--- src/rtl/brick_redraw_seq_pkg.sv ---
// Shared constants for the brick redraw sequencer: field widths,
// health encoding, state encoding and the main-FSM frame budget.
package brick_redraw_seq_pkg;

    localparam int COORD_W_DEF     = 10;
    localparam int HEALTH_W_DEF    = 2;
    localparam int DRAW_CYCLES_DEF = 40;

    localparam logic [1:0] HEALTH_DEAD = 2'd0;
    localparam logic [1:0] HEALTH_LOW  = 2'd1;
    localparam logic [1:0] HEALTH_MID  = 2'd2;
    localparam logic [1:0] HEALTH_FULL = 2'd3;

    localparam logic [2:0] ST_IDLE   = 3'd0;
    localparam logic [2:0] ST_LATCH  = 3'd1;
    localparam logic [2:0] ST_ISSUE1 = 3'd2;
    localparam logic [2:0] ST_WAIT1  = 3'd3;
    localparam logic [2:0] ST_ISSUE2 = 3'd4;
    localparam logic [2:0] ST_WAIT2  = 3'd5;
    localparam logic [2:0] ST_FIN    = 3'd6;

    typedef enum logic [2:0] {
        IDLE   = ST_IDLE,
        LATCH  = ST_LATCH,
        ISSUE1 = ST_ISSUE1,
        WAIT1  = ST_WAIT1,
        ISSUE2 = ST_ISSUE2,
        WAIT2  = ST_WAIT2,
        FIN    = ST_FIN
    } state_e;

    // go-to-done clocks for n drawn bricks
    function automatic int seq_latency(input int n, input int dc);
        return 3 + n * (dc + 1);
    endfunction

    function automatic int timer_w(input int dc);
        return (dc > 2) ? $clog2(dc) : 1;
    endfunction

    localparam int BRICK_DRAW_BUDGET = seq_latency(2, DRAW_CYCLES_DEF) + 3;

endpackage

--- src/rtl/brick_redraw_seq_draw_wait_timer.sv ---
// Down-counter that holds the drawer inputs stable for one brick draw.
// Loads DRAW_CYCLES-1, decrements on request, flags zero.
module draw_wait_timer
    import brick_redraw_seq_pkg::*;
#(
    parameter int DRAW_CYCLES = DRAW_CYCLES_DEF
) (
    input  logic clk,
    input  logic resetn,
    input  logic load_i,
    input  logic dec_i,
    output logic zero_o
);

    localparam int W = timer_w(DRAW_CYCLES);
    localparam logic [W-1:0] LOAD_V = W'(DRAW_CYCLES - 1);

    logic [W-1:0] cnt_q;
    logic [W-1:0] cnt_d;

    always_comb begin
        cnt_d = cnt_q;
        if (load_i)
            cnt_d = LOAD_V;
        else if (dec_i && (cnt_q != '0))
            cnt_d = cnt_q - W'(1);
    end

    always_ff @(posedge clk) begin
        if (!resetn)
            cnt_q <= '0;
        else
            cnt_q <= cnt_d;
    end

    assign zero_o = (cnt_q == '0);

endmodule

--- src/rtl/brick_redraw_seq.sv ---
// Latches up to two brick-collision records and replays them to the drawer.
// Build option: BRICK_REDRAW_DEDUP_EN draws only record 2 when both hit the same brick.
module brick_redraw_seq
    import brick_redraw_seq_pkg::*;
#(
    parameter int COORD_W     = COORD_W_DEF,
    parameter int HEALTH_W    = HEALTH_W_DEF,
    parameter int DRAW_CYCLES = DRAW_CYCLES_DEF
) (
    input  logic                clk,
    input  logic                resetn,
    input  logic                go,
    input  logic                collided_1,
    input  logic [COORD_W-1:0]  col_x1,
    input  logic [COORD_W-1:0]  col_y1,
    input  logic [HEALTH_W-1:0] col_health1,
    input  logic                collided_2,
    input  logic [COORD_W-1:0]  col_x2,
    input  logic [COORD_W-1:0]  col_y2,
    input  logic [HEALTH_W-1:0] col_health2,
    output logic [COORD_W-1:0]  brickx,
    output logic [COORD_W-1:0]  bricky,
    output logic [HEALTH_W-1:0] brickhealth,
    output logic                go_draw,
    output logic                busy,
    output logic                done
);

    state_e state_q;

    logic                v1_q, v2_q;
    logic [COORD_W-1:0]  x1_q, y1_q, x2_q, y2_q;
    logic [HEALTH_W-1:0] h1_q, h2_q;

    logic [COORD_W-1:0]  bx_q, by_q;
    logic [HEALTH_W-1:0] bh_q;
    logic                go_draw_q;
    logic                done_q;

    logic skip1;
    logic tmr_load;
    logic tmr_dec;
    logic tmr_zero;

`ifdef BRICK_REDRAW_DEDUP_EN
    assign skip1 = v1_q && v2_q && (x1_q == x2_q) && (y1_q == y2_q);
`else
    assign skip1 = 1'b0;
`endif

    assign tmr_load = (state_q == ISSUE1) || (state_q == ISSUE2);
    assign tmr_dec  = (state_q == WAIT1) || (state_q == WAIT2);

    draw_wait_timer #(
        .DRAW_CYCLES (DRAW_CYCLES)
    ) u_timer (
        .clk    (clk),
        .resetn (resetn),
        .load_i (tmr_load),
        .dec_i  (tmr_dec),
        .zero_o (tmr_zero)
    );

    // Drawer inputs and go_draw are set on entry to ISSUE so the drawer
    // sees coordinates in the same cycle as its start pulse.
    always_ff @(posedge clk) begin
        if (!resetn) begin
            state_q   <= IDLE;
            v1_q      <= 1'b0;
            v2_q      <= 1'b0;
            x1_q      <= '0;
            y1_q      <= '0;
            h1_q      <= '0;
            x2_q      <= '0;
            y2_q      <= '0;
            h2_q      <= '0;
            bx_q      <= '0;
            by_q      <= '0;
            bh_q      <= '0;
            go_draw_q <= 1'b0;
            done_q    <= 1'b0;
        end else begin
            go_draw_q <= 1'b0;
            done_q    <= 1'b0;
            unique case (state_q)
                IDLE: begin
                    if (go) begin
                        v1_q    <= collided_1;
                        x1_q    <= col_x1;
                        y1_q    <= col_y1;
                        h1_q    <= col_health1;
                        v2_q    <= collided_2;
                        x2_q    <= col_x2;
                        y2_q    <= col_y2;
                        h2_q    <= col_health2;
                        state_q <= LATCH;
                    end
                end
                LATCH: begin
                    if (v1_q && !skip1) begin
                        bx_q      <= x1_q;
                        by_q      <= y1_q;
                        bh_q      <= h1_q;
                        go_draw_q <= 1'b1;
                        state_q   <= ISSUE1;
                    end else if (v2_q) begin
                        bx_q      <= x2_q;
                        by_q      <= y2_q;
                        bh_q      <= h2_q;
                        go_draw_q <= 1'b1;
                        state_q   <= ISSUE2;
                    end else begin
                        state_q <= FIN;
                    end
                end
                ISSUE1: state_q <= WAIT1;
                WAIT1: begin
                    if (tmr_zero) begin
                        if (v2_q) begin
                            bx_q      <= x2_q;
                            by_q      <= y2_q;
                            bh_q      <= h2_q;
                            go_draw_q <= 1'b1;
                            state_q   <= ISSUE2;
                        end else begin
                            state_q <= FIN;
                        end
                    end
                end
                ISSUE2: state_q <= WAIT2;
                WAIT2: begin
                    if (tmr_zero)
                        state_q <= FIN;
                end
                FIN: begin
                    done_q  <= 1'b1;
                    state_q <= IDLE;
                end
                default: state_q <= IDLE;
            endcase
        end
    end

    assign brickx      = bx_q;
    assign bricky      = by_q;
    assign brickhealth = bh_q;
    assign go_draw     = go_draw_q;
    assign done        = done_q;
    assign busy        = (state_q != IDLE);

endmodule

--- config.mk ---
export PLATFORM = sky130hd
export DESIGN_NAME = brick_redraw_seq
export DESIGN_NICKNAME = d
export VERILOG_FILES = /design/src/rtl/brick_redraw_seq_pkg.sv /design/src/rtl/brick_redraw_seq_draw_wait_timer.sv /design/src/rtl/brick_redraw_seq.sv
export SDC_FILE = /design/constraint.sdc
export NUM_CORES = 1
export LEC_CHECK = 0
export CAP_MARGIN = 15
export CORE_ASPECT_RATIO = 0.7
export CORE_MARGIN = 2
export CORE_UTILIZATION = 25
export CTS_BUF_LIST = sky130_fd_sc_hd__clkbuf_8
export CTS_CLUSTER_SIZE = 14
export DETAILED_ROUTE_END_ITERATION = 7
export SLEW_MARGIN = 10
export SYNTH_ARGS = -nofsm -noshare
export SYNTH_HDL_FRONTEND = slang
export SYNTH_SLANG_ARGS = --single-unit
--- constraint.sdc ---
create_clock -name clk -period 2.4 [get_ports clk]
set_input_delay 0.72 -clock clk [delete_from_list [all_inputs] [get_ports clk]]
set_output_delay 0.72 -clock clk [all_outputs]
set_load 0.02 [all_outputs]
# Word-level counts from Yosys, hierarchy flattened
# Index checks and enable logic that the tools add are counted.
# word_totals
register_bits,79
inputBits,49
out_inout_bits,25
word_cells,65
# classes
add_sub_neg,1
eq_ne,9
muxes,25
n_bitwise,1
reduce_logical,13
# ops
cell,n
$mux 10,6
$pmux 10 s2,2
$pmux 3 s6,1
$mux 3,4
$mux 6,2
$eq 3x3->1 const B,3
$mux 2,4
$eq 3x2->1 const B,2
$logic_not 6->1,1
$ne 2x2->1 const B,3
$reduce_bool 6->1,1
$sub 6x1->6 const B,1
$mux 1,4
$pmux 2 s2,1
$reduce_and 2->1,2
$reduce_bool 2->1,2
$eq 3x1->1 const B,1
$logic_not 3->1,1
$reduce_and 3->1,1
$reduce_bool 3->1,1
$logic_or 1x1->1,2
$pmux 1 s2,1
$reduce_or 2->1,1
$logic_and 1x1->1,1
$not 1->1,1

# Logic depth before layout (Yosys ltp)
# Gate-level depths: netlist (run 1).
# depth
word_depth,5
mapped_depth,7
ltp_nobuf,6

# Cells and area by module
# From an unflattened synthesis (run 1), not the netlist that was laid out.
# unflattened
hier_cells,401
area_unflattened_um2,3547.2
# by_module_without_submodules
mod,instances,cells_each,area_per_inst_um2,seq_area_each_um2
brick_redraw_seq,1,362,3189.3,1461.4
draw_wait_timer,1,39,357.8,120.1

# Least setup slack after synthesis (run 1)
# Ideal clock, no wire load.
# synth_timing
path_type,register -> output
startpoint,register state_q[0]
endpoint,output port busy
t_arrival_ns,1.019
required_time_ns,1.680
slack_ns,0.661
path_stages_with_launch,4
path_buffers,2
path_cell_list,dfxtp_1 -> buf_4 -> clkbuf_1 -> or3_1
# synth_via
elab_chain_cells,1
# synth_lines
element,line,rtl
start: declaration,brick_redraw_seq.sv:29,state_e state_q;
start signal: assignment,brick_redraw_seq.sv:68,state_q <= IDLE;
start signal: assignment,brick_redraw_seq.sv:96,state_q <= LATCH;
start signal: assignment,brick_redraw_seq.sv:105,state_q <= ISSUE1;
$reduce_bool 3->1,brick_redraw_seq.sv:149,assign busy = (state_q != IDLE);
end: declaration,brick_redraw_seq.sv:25,"output logic busy,"
# No other way between the ends.

# Final worst setup path (run 1)
# Ends and elaborated chain as after synthesis.

==> results.ini, run 1 <==
[synth]
yosys-top-cells-area=dfxtp_1 48%, nand2_1 12%, a21oi_1 9.7%
synth_cell_type_count=36
synth_top_cell_area_share_pct=47.8
synth_most_common_cell=nand2_1
synthTopCellsByCount=108 x nand2_1, 79 x dfxtp_1, 64 x a21oi_1
synth_edf_count=0
syn_area_per_cell_um2=8.13
yosysWarnings=0
async_reset_ff_share_pct=0
yosysTopAreaCell=dfxtp_1
synth_area_um2=3310
yosysSeqAreaShare_pct=47.8
syn_nets=458
synth_flop_cell=dfxtp_1
netlist_instances=407
synth-seq-cells=79

[timing]
fin_crit_ns=2.16
finalClockSkew_ns=0.0125
max_freq_mhz=464
timing.slew.headroom_pct=58.5
timing.final.max_slew_violations=0
worst_slew_pin_slew_ns=0.621
fin_crit_sh_pct=89.8
rsz0062_at_grt=no
hold_violations=0
finalSetupViolations=0
fin_setup_tns_ns=0

[min_path]
hold_class=flip-flop to flip-flop

[finish]
drive_gt1_share_pct=7.55
nNetsFinal=523
fillers=1368
synthToLayoutAreaGrowth_pct=33.5
utilization_pct=33.8
diodes=0
stdcell_area_um2=4420

[placed_design]
place_hpwl_um=6710
place_congestion=0.796
portBuffers=73
dpl_cell_area_um2=4220

[floorplanning]
core_um2=13100
io_pins=74
rows=35
die_w_um=141
start_util_pct=25.3
fp.dieArea_um2=14200
die_h_um=100

[power]
ir_worst_vdd_uv=437
power_leakage_nw=1.67
p_per_area_nw_per_um2=982

[routing]
drtIter0Drc=190
detail-route-antenna-nets=0
drc=0
dr.pass1.iters=5
routed_wl_um=9450
vias=3052
avgViaCountPerCell=4.75
routedWlPerCell_um=14.7

[global_route]
antenna_found_initial=0
grt_first_pass_wirelength_um=15100
grt_pass1_vias=2949
overflow=0
grt_max_degree=47
grt_usage_pct=13.5

[clock_network]
cts_inserted_buffers=9
cts.path.max_buffers=2
cts_resized=1
cts_tree=yes
path_clk_slew_ns=0.09
cts_max_level=3
hold_buffers=0
root_buffer=clkbuf_8
cts_setup_buffers=0
insertion_delay_ns=0.36
cts.sinks=79

[setup_path]
critPathKind=flip-flop to output port
worst_setup_path_start_kind=flip-flop
required_ns=1.68
critPathMaxFanout=10
endpoint_kind=output port
critPathArrivalTime_ns=1.44

[outcome]
status=finished clean

[run]
drv_cap=0

metal layers:
layer / vias to the layer above / GRT usage [%] / routed length [um]
met5: - / 0 / 0
met4: 0 / 3.62 / 51
met3: 6 / 4.15 / 468
met2: 90 / 19.2 / 3990
met1: 1423 / 19.8 / 4950
li1: 1533 / - / -
registers in the layout, indices dropped and copies added, names as in the netlist:
register / count
brickx: 10
bricky: 10
x1_q: 10
x2_q: 10
y1_q: 10
y2_q: 10
u_timer.cnt_q: 6
state_q: 3
brickhealth: 2
h1_q: 2
h2_q: 2
done: 1
go_draw: 1
v1_q: 1
v2_q: 1
final timing paths:
path | from | end | slack, ns | cells past startpoint
setup / recovery | state_q[0]$_SDFFE_PN0P_ | busy | 0.24 | 2
hold / removal | h1_q[1]$_SDFFE_PN0P_ | h1_q[1]$_SDFFE_PN0P_ | 0.46 | 2
setup reg to reg | u_timer.cnt_q[0]$_SDFFE_PN0P_ | bricky[2]$_SDFFE_PN0P_ | 0.30 | 6
hold reg to reg | h1_q[1]$_SDFFE_PN0P_ | h1_q[1]$_SDFFE_PN0P_ | 0.46 | 2
cell families (layout without fill, tap and decap cells):
family                   Yosys count  count (layout)  synth area share, %
flip-flops                        79              79                 47.8
adder cells (fa/ha/maj)            2               2                0.756
AO/OA/AOI/OAI                    124             124                 23.8
XOR/XNOR                           2               2                0.530
buffers and inverters             38             108                 5.41
AND/OR/NAND/NOR                  162             162                 21.7
where the power goes:
part | switching [W] | internal, W | leakage [nW] | total, W
Combinational | 0.000969 | 0.000653 | 0.926 | 0.00162
Sequential | 0.000164 | 0.00156 | 0.644 | 0.00172
Clock | 0.000490 | 0.000503 | 0.0957 | 0.000993
Total | 0.00162 | 0.00271 | 1.67 | 0.00434
cell usage in the layout, fill, tap and decap left out, types with 4 or more instances in the layout:
cell type        count
buf_4               12
o2bb2ai_1           13
a31oi_1             15
nand2b_1             5
o211a_1              9
a21oi_1             64
o21ai_0             11
nor3b_1              9
inv_1                6
nor2b_1              4
dfxtp_1             79
clkdlybuf4s50_1     72
nor2_1              17
nor3_1               5
nand2_1            108
clkbuf_8            10
through the flow:
stage	setup WS, ns	power (W)	instances	hold WS [ns]
finish	0.244	0.00434	643	0.457
global route	0.0686	0.00463	643	0.484
CTS	0.214	0.00437	643	0.458
detailed placement	0.287	0.00337	627	0.447
global placement	0.333	0.00332	627	0.444
floorplan	0.661	0.00284	407	0.436
cell type report:
class | count | area (um^2) | area share [%]
well taps | 166 | 208 | 4.70
flip-flops and latches | 79 | 1580 | 35.8
multi-input cells | 290 | 1550 | 35.1
clock inverters | 6 | 61.3 | 1.39
inverters | 5 | 18.8 | 0.425
clock buffers | 10 | 138 | 3.12
repair buffers | 87 | 860 | 19.5
critical path, stage by stage (launching register included):
cell and delay, ns:
dfxtp_1 0.41, or3_1 0.34, dlygate4sd2_1 0.33
(Power assumes the default switching activity.)
==> run 2, diff against run 1 <==
- CORE_MARGIN: 2 -> 3
==> results.ini, run 2 (same netlist as run 1, synthesis figures left out) <==
[outcome]
status=finished clean  ; unchanged

[finish]
diodes=0  ; unchanged
synthToLayoutAreaGrowth_pct=32.4  ; was 33.5%
drive_gt1_share_pct=7.55  ; unchanged
layout_common_cells=108 x nand2_1, 79 x dfxtp_1, 73 x clkdlybuf4s50_1  ; was 108 x nand2_1, 79 x dfxtp_1, 72 x clkdlybuf4s50_1
fillers=1319  ; was 1,368
layout_commonest_cell=nand2_1  ; unchanged
nNetsFinal=523  ; unchanged

[min_path]
hp-start=h2_q[1]$_SDFFE_PN0P_  ; was h1_q[1]$_SDFFE_PN0P_
hold_class=flip-flop to flip-flop  ; unchanged

[clock_network]
cts.path.max_buffers=2  ; unchanged
insertion_delay_ns=0.36  ; about the same
cts_tree=yes  ; unchanged
cts.sinks=79  ; unchanged
path_clk_slew_ns=0.08  ; was 0.09 ns
cts_resized=0  ; was 1
cts_inserted_buffers=9  ; unchanged
cts_setup_buffers=0  ; unchanged
hold_buffers=0  ; unchanged
cts_max_level=3  ; unchanged
root_buffer=clkbuf_8  ; unchanged

[routing]
detail-route-antenna-nets=0  ; unchanged
dr.pass1.iters=5  ; unchanged
routed_wl_um=9330  ; was 9450 um
routedWlPerCell_um=14.6  ; was 14.7 um
vias=3025  ; was 3,052
drtIter0Drc=221  ; was 190
avgViaCountPerCell=4.73  ; was 4.75
drc=0  ; unchanged

[setup_path]
reg2regPathDepth=4  ; was 6
required_ns=1.68  ; about the same
critPathArrivalTime_ns=1.58  ; was 1.44 ns
slowest_delay_ns=0.54  ; was 0.41 ns
rr_endpoint=bricky[5]$_SDFFE_PN0P_  ; was bricky[2]$_SDFFE_PN0P_
endpoint=busy  ; unchanged
critPathMaxFanout=2  ; was 10
critPathKind=flip-flop to output port  ; unchanged
timing.rr.start=u_timer.cnt_q[2]$_SDFFE_PN0P_  ; was u_timer.cnt_q[0]$_SDFFE_PN0P_
regToRegSetupSlack_ns=0.39  ; was 0.30 ns
cp_cell_sequence=or3_1 -> clkdlybuf4s50_1  ; was or3_1 -> dlygate4sd2_1
critPathSlowestCell=clkdlybuf4s50_1  ; was dfxtp_1
endpoint_kind=output port  ; unchanged
worstSetupStartpoint=state_q[2]$_SDFFE_PN0P_  ; was state_q[0]$_SDFFE_PN0P_
worst_setup_path_start_kind=flip-flop  ; unchanged

[floorplanning]
core_um2=12700  ; was 13,100 um^2
io_pins=74  ; unchanged
fp.dieArea_um2=14700  ; was 14,200 um^2
die_w_um=143  ; was 141 um
start_util_pct=26.1  ; was 25.3%
die_h_um=102  ; was 100 um
rows=34  ; was 35

[timing]
rsz0062_at_grt=no  ; unchanged
whs_ns=0.457  ; about the same
finalSetupViolations=0  ; unchanged
max_freq_mhz=435  ; was 464 MHz
finalClockSkew_ns=0.0107  ; was 0.0125 ns
timing.final.max_slew_violations=0  ; unchanged
timing.slew.headroom_pct=56.1  ; was 58.5%
fin_crit_ns=2.30  ; was 2.16 ns
hold_violations=0  ; unchanged
fin_setup_tns_ns=0  ; unchanged
fin_crit_sh_pct=95.7  ; was 89.8%
worst_slew_pin_slew_ns=0.657  ; was 0.621 ns

[global_route]
grt_pass1_vias=2924  ; was 2,949
grt_first_pass_wirelength_um=15100  ; about the same
overflow=0  ; unchanged
grt_usage_pct=13.1  ; was 13.5%
grt_max_degree=35  ; was 47
antenna_found_initial=0  ; unchanged

[power]
p_per_area_nw_per_um2=968  ; was 982 nW/um^2
ir_worst_vdd_uv=380  ; was 437 uV
power_leakage_nw=1.66  ; was 1.67 nW

[placed_design]
place_hpwl_um=6760  ; was 6710 um
portBuffers=73  ; unchanged
place_congestion=0.848  ; was 0.796

[run]
drv_cap=0  ; unchanged

==> run 2: cell type report <==
type,instances,area (um^2),share of cell area (%)
Sequential cell,79,1580,36.1
Tap cell,162,203,4.63
Timing Repair Buffer,87,848,19.4
Clock inverter,7,56.3,1.29
Clock buffer,9,124,2.83
Multi-Input combinational cell,290,1550,35.3
Inverter,5,18.8,0.429
==> run 2: worst min-delay path by stage <==
| stage | end | slack, ns | cells after the start |
|---|---|---|---|
| 6_report | h2_q[1]$_SDFFE_PN0P_ | 0.46 | 2 |
| 5_1_grt | x2_q[0]$_SDFFE_PN0P_ | 0.48 | 2 |
| 4_1_cts | h2_q[1]$_SDFFE_PN0P_ | 0.46 | 2 |
| 3_5_place_dp | bricky[9]$_SDFFE_PN0P_ | 0.45 | 1 |
| 3_3_place_gp | x1_q[9]$_SDFFE_PN0P_ | 0.44 | 2 |
| 2_1_floorplan | h2_q[0]$_SDFFE_PN0P_ | 0.44 | 2 |
==> run 2: report_power, final <==
group	internal (W)	total, W	switching [W]
Sequential	0.00156	0.00172	0.000158
Combinational	0.000657	0.00162	0.000961
Clock	0.000390	0.000904	0.000515
Total	0.00261	0.00424	0.00163
==> run 2: critical path, delay by kind of cell, from the launching register on <==
family                 cells  cell delay, ns
buffers and inverters      1            0.54
flip-flops                 1            0.31
AND/OR/NAND/NOR            1            0.37
==> run 2: per-layer routing <==
metal / part of all wire [%] / GRT usage, % / vias up
li1: - / - / 1532
met1: 51 / 19.3 / 1389
met2: 42 / 18.4 / 96
met3: 6.9 / 4.30 / 8
met4: 0.74 / 3.04 / 0
met5: 0 / 0 / -
==> run 2: stage by stage <==
stage / area, um^2 / setup WS [ns] / total power (W) / instances / util [%]
CTS: 4380 / 0.0732 / 0.00429 / 639 / 34.5
global placement: 4200 / 0.275 / 0.00333 / 623 / 33.1
detailed placement: 4200 / 0.157 / 0.00337 / 623 / 33.1
floorplan: 3310 / 0.661 / 0.00284 / 407 / -
finish: 4380 / 0.102 / 0.00424 / 639 / 34.5
global route: 4380 / 0.0308 / 0.00457 / 639 / 34.5
==> variant 1 (settings of run 2) <==
Build with the macro `BRICK_REDRAW_DEDUP_EN` defined.
--- a/src/rtl/brick_redraw_seq.sv
+++ b/src/rtl/brick_redraw_seq.sv
@@ -1,5 +1,7 @@
 // Latches up to two brick-collision records and replays them to the drawer.
 // Build option: BRICK_REDRAW_DEDUP_EN draws only record 2 when both hit the same brick.
+`define BRICK_REDRAW_DEDUP_EN
+
 module brick_redraw_seq
     import brick_redraw_seq_pkg::*;
 #(
Formal check against the unedited RTL: not equivalent (a bounded check fails within 4 cycles, from zero or initial values and one cycle with resetn low).
==> variant 1 against run 2 <==
Core utilization is 0.20 points lower. Worst setup slack better by 0.012 ns. Global-route usage is 0.24 points higher. Non-clock buffer count decreased by 3. Wire length up 13%. First-iteration DRC count fell by 28%. Total power increased by 4.2%. Sequential cell count stayed put. Cell area rose by 9.9%. Fmax increased by 0.51%. Area after synthesis is 9.1% higher.
==> variant 1: results (changes against run 2) <==
STA
---------------------------------------------------------------------------------------
Crit share post-route                                                             0.953   -0.00490
Slew @ Worst Pin                                                               0.480 ns   -0.178 ns
Final Skew                                                                    0.0110 ns   +0.000338 ns

CELLS AND AREA
---------------------------------------------------------------------------------------
Synthesis-to-layout area growth                                                   33.3%
Layout filler cell count                                                           1436   +8.9%
Post-layout nets                                                                    551   +5.4%

YOSYS
---------------------------------------------------------------------------------------
List of most frequent post-synthesis cells                                 sky130_fd_sc_hd__nand2_1 (101), sky130_fd_sc_hd__dfxtp_1 (79), sky130_fd_sc_hd__a21oi_1 (48), sky130_fd_sc_hd__nor2_1 (37), sky130_fd_sc_hd__xnor2_1 (24)
Post-Synthesis Cells                                                                433   +6.4%
Netlist cell types                                                                   38   +5.6%
Sequential area share after synthesis                                             0.438   -0.0398

ROUTING
---------------------------------------------------------------------------------------
Number of violations reported at the end of detailed-routing iteration 0            160   -28%
Routed wl met2                                                                  4.34 mm   +11%
Drt wl/cell                                                                15.2 microns   +4.1%
Wire length the detailed router placed on met1                                  5.37 mm   +14%
Detailed-router iteration count before antenna repair                                 4   -1
Via count of the routed design                                                     3247   +7.3%

PLACED DESIGN
---------------------------------------------------------------------------------------
Placement-stage cell area                                                  0.00458 sq mm   +9.1%
Count of placed standard cells including taps                                       680   +9.1%
Detailed-placement wirelength estimate                                          7.57 mm   +12%
Routability Congestion                                                            0.848   about the same

WORST SETUP PATH
---------------------------------------------------------------------------------------
Worst Reg-to-Reg Cells                                                                8   +4
Critical-path cell with the highest stage delay                            sky130_fd_sc_hd__or3b_2
Largest stage delay on the critical path                                        0.48 ns   -0.06 ns
Crit Path Max Fanout                                                                 22   +20
Capture point of the worst path                                               bricky[4]

GRT
---------------------------------------------------------------------------------------
Grt met2 use                                                                      0.190   +0.00612

OUTCOME
---------------------------------------------------------------------------------------
Outcome                                                                    complete, no violations

PWR
---------------------------------------------------------------------------------------
Int Power                                                                       2.81 mW   +8.0%

## variant 1: worst min path at each step
| stage | slack [ns] | start | endpoint | cells past startpoint |
|---|---|---|---|---|
| final | 0.46 | h1_q[0] | h1_q[0] | 2 |
| after floorplan | 0.44 | h2_q[0] | h2_q[0] | 2 |
| after global placement | 0.45 | h1_q[0] | h1_q[0] | 2 |
| after detailed placement | 0.45 | h1_q[1] | h1_q[1] | 2 |
| after CTS | 0.47 | h1_q[1] | h1_q[1] | 2 |
| after global routing | 0.49 | h2_q[0] | h2_q[0] | 2 |
## variant 1: repair_timing
action | in CTS | in global routing
hold endpoints to repair | 0 | 0
gates cloned | 0 | 0
resized for setup | 2 | 2
setup endpoints to repair | 1 | 1
pin swaps | 0 | 0
## variant 1: kinds of logic (layout without fill, tap and decap cells)
kind of cell,Yosys count,in the layout,synth area share
AO/OA/AOI/OAI,88,88,0.172
flip-flops,79,79,0.438
XOR/XNOR,25,25,0.0607
multiplexers,22,22,0.0610
buffers and inverters,34,106,0.0416
AND/OR/NAND/NOR,184,184,0.223
adder cells (fa/ha/maj),1,1,0.00347
## variant 1: cell type report
class | count | area share
sequential | 79 | 0.329
inverter | 7 | 0.00546
timing repair buffer | 84 | 0.177
clock inverter | 6 | 0.0213
multi-input combinational | 320 | 0.392
tap | 190 | 0.0494
clock buffer | 9 | 0.0257
## variant 1: power by group through the flow
stage | registers, mW | clock network [mW] | logic, mW
after global routing | 1.77 | 1.21 | 1.70
final | 1.74 | 1.13 | 1.54
after floorplan | 1.68 | 0 | 1.05
after CTS | 1.73 | 1.16 | 1.55
after detailed placement | 1.76 | 0 | 1.56
after global placement | 1.75 | 0 | 1.52
==> variant 2 (config.mk and constraints of run 2) <==
Without the edit above. Reset style: asynchronous (`resetn`), changed in 2 clocked blocks.
--- a/src/rtl/brick_redraw_seq_draw_wait_timer.sv
+++ b/src/rtl/brick_redraw_seq_draw_wait_timer.sv
@@ -26,7 +26,7 @@
             cnt_d = cnt_q - W'(1);
     end
 
-    always_ff @(posedge clk) begin
+    always_ff @(posedge clk or negedge resetn) begin
         if (!resetn)
             cnt_q <= '0;
         else
--- a/src/rtl/brick_redraw_seq.sv
+++ b/src/rtl/brick_redraw_seq.sv
@@ -63,7 +63,7 @@
 
     // Drawer inputs and go_draw are set on entry to ISSUE so the drawer
     // sees coordinates in the same cycle as its start pulse.
-    always_ff @(posedge clk) begin
+    always_ff @(posedge clk or negedge resetn) begin
         if (!resetn) begin
             state_q   <= IDLE;
             v1_q      <= 1'b0;
Function: differs if resetn is asserted again (counterexample within 4 cycles, from zero or initial values and one cycle with resetn low); with resetn held inactive, the same outputs for 10 cycles.
==> variant 2 against run 2 <==
Combinational power grew 87%. Total power grew 55%. Worst setup slack gained 0.088 ns. Sequential cell count is the same. Wire length shrank 11%. Cell area grew 8.5%. Clock power grew 23%. Area after synthesis grew 7.3%. Critical path type unchanged.
==> variant 2: results (changes against run 2) <==
YOSYS
---------------------------------------------------------------------------------------
Post-Synthesis Cells                                                                265   -35%
Sequential area share after synthesis                                             0.557   +0.0791
List of most frequent post-synthesis cells                                 sky130_fd_sc_hd__dfrtp_1 (79), sky130_fd_sc_hd__mux2_2 (37), sky130_fd_sc_hd__a2bb2oi_1 (23), sky130_fd_sc_hd__mux2i_1 (23), sky130_fd_sc_hd__nand2b_1 (23)
Leading post-synthesis cells by cell area                                  sky130_fd_sc_hd__dfrtp_1 (56%), sky130_fd_sc_hd__mux2_2 (12%), sky130_fd_sc_hd__mux2i_1 (6.5%)
Async S/R FF share, synth                                                          1.00   +1.00
Number of nets produced by synthesis                                                316   -31%

PLACED DESIGN
---------------------------------------------------------------------------------------
Detailed-placement wirelength estimate                                          5.82 mm   -14%
Routability Congestion                                                            0.798   -5.9%
Count of placed standard cells including taps                                       520   -17%
Worst setup timing slack at the placement stage                                0.151 ns   -0.00581 ns

PWR
---------------------------------------------------------------------------------------
Static leakage                                                                  2.04 nW   +23%
Switching power                                                                 2.35 mW   +44%
Worst IR drop on VDD                                                             545 uV   +44%

GRT
---------------------------------------------------------------------------------------
Total Routing Usage GR                                                            0.113   -0.0180
Global-route wire length before repair                                          13.8 mm   -8.5%
Number of global-route vias before repair                                          2545   -13%
Pin count of the biggest net entering global routing                                 33   -5.7%

WORST SETUP PATH
---------------------------------------------------------------------------------------
Setup crit start                                                             state_q[2]
End of the worst register-to-register path                                    brickx[0]
Worst Reg-to-Reg Cells                                                                7   +3
Data arrival time at the worst-slack endpoint                                   1.49 ns   -0.09 ns
Startpoint of the most critical register-to-register path                  u_timer.cnt_q[1]
Slack of the worst reg-to-reg path                                              0.37 ns   -0.02 ns

CELLS AND AREA
---------------------------------------------------------------------------------------
Multi-input logic portion of the cell area                                        0.300   -0.0531
Layout filler cell count                                                           1315   -0.30%
Multi-input combinational cell count                                                166   -43%
Flip-flop and latch area                                                   0.00198 sq mm   +25%
Share of post-route cells with drive strength above 1                             0.211   +0.135
Synthesis-to-layout area growth                                                   33.9%
Seq cells                                                                            79   unchanged
Non-clock buffering overhead                                                      0.183   -0.0109
Clock buf/inv share                                                              0.0479   +0.00680
Non-filler cells, final                                                             536   -16%
Number of buffers outside the clock class in the layout                              85   -2.3%

ROUTING
---------------------------------------------------------------------------------------
Number of violations reported at the end of detailed-routing iteration 0             80   -64%
Drt wl/cell                                                                15.6 microns   +6.7%
Via count of the routed design                                                     2360   -22%

WORST HOLD PATH
---------------------------------------------------------------------------------------
HP Class                                                                    in -> async

STA
---------------------------------------------------------------------------------------
Final Skew                                                                    0.0106 ns   -0.0000811 ns
Hold slack                                                                     0.305 ns   -0.153 ns
Relative slew slack                                                               0.634   +0.0731

CLOCKING
---------------------------------------------------------------------------------------
Cts-stage hold buffer count                                                           0   unchanged
Root Driver                                                                sky130_fd_sc_hd__clkbuf_8

FLOORPLAN
---------------------------------------------------------------------------------------
Die Footprint                                                              0.0157 sq mm   +6.9%

OUTCOME
---------------------------------------------------------------------------------------
Outcome                                                                    complete, no violations

==> variant 2: cells by family (layout without fill, tap and decap cells) <==
logic type	after synthesis	after routing	share of synthesized area
buffers and inverters	20	106	0.0409
DFF	79	79	0.557
adders and majority gates	2	2	0.00705
AOI/OAI and AO/OA	41	41	0.0885
muxes	69	69	0.211
xor gates and xnor gates	2	2	0.00494
and+or+nand+nor	52	52	0.0906
==> variant 2: power groups by stage <==
stage          clock [mW]  sequential, mW  combinational [mW]
2_1_floorplan           0            2.56                1.89
3_3_place_gp            0            2.43                2.99
3_5_place_dp            0            2.45                3.07
4_1_cts              1.16            2.43                3.08
5_1_grt              1.23            2.50                3.30
6_report             1.11            2.42                3.03
==> variant 2: metal layers <==
metal  wire length (microns)  vias to the layer above  share of wire  track usage
li1                        -                     1113              -            -
met1                    3890                     1174           0.47        0.148
met2                    3860                       63           0.46        0.172
met3                     477                       10          0.057       0.0451
met4                     128                        0          0.015       0.0323
met5                       0                        -              0            0
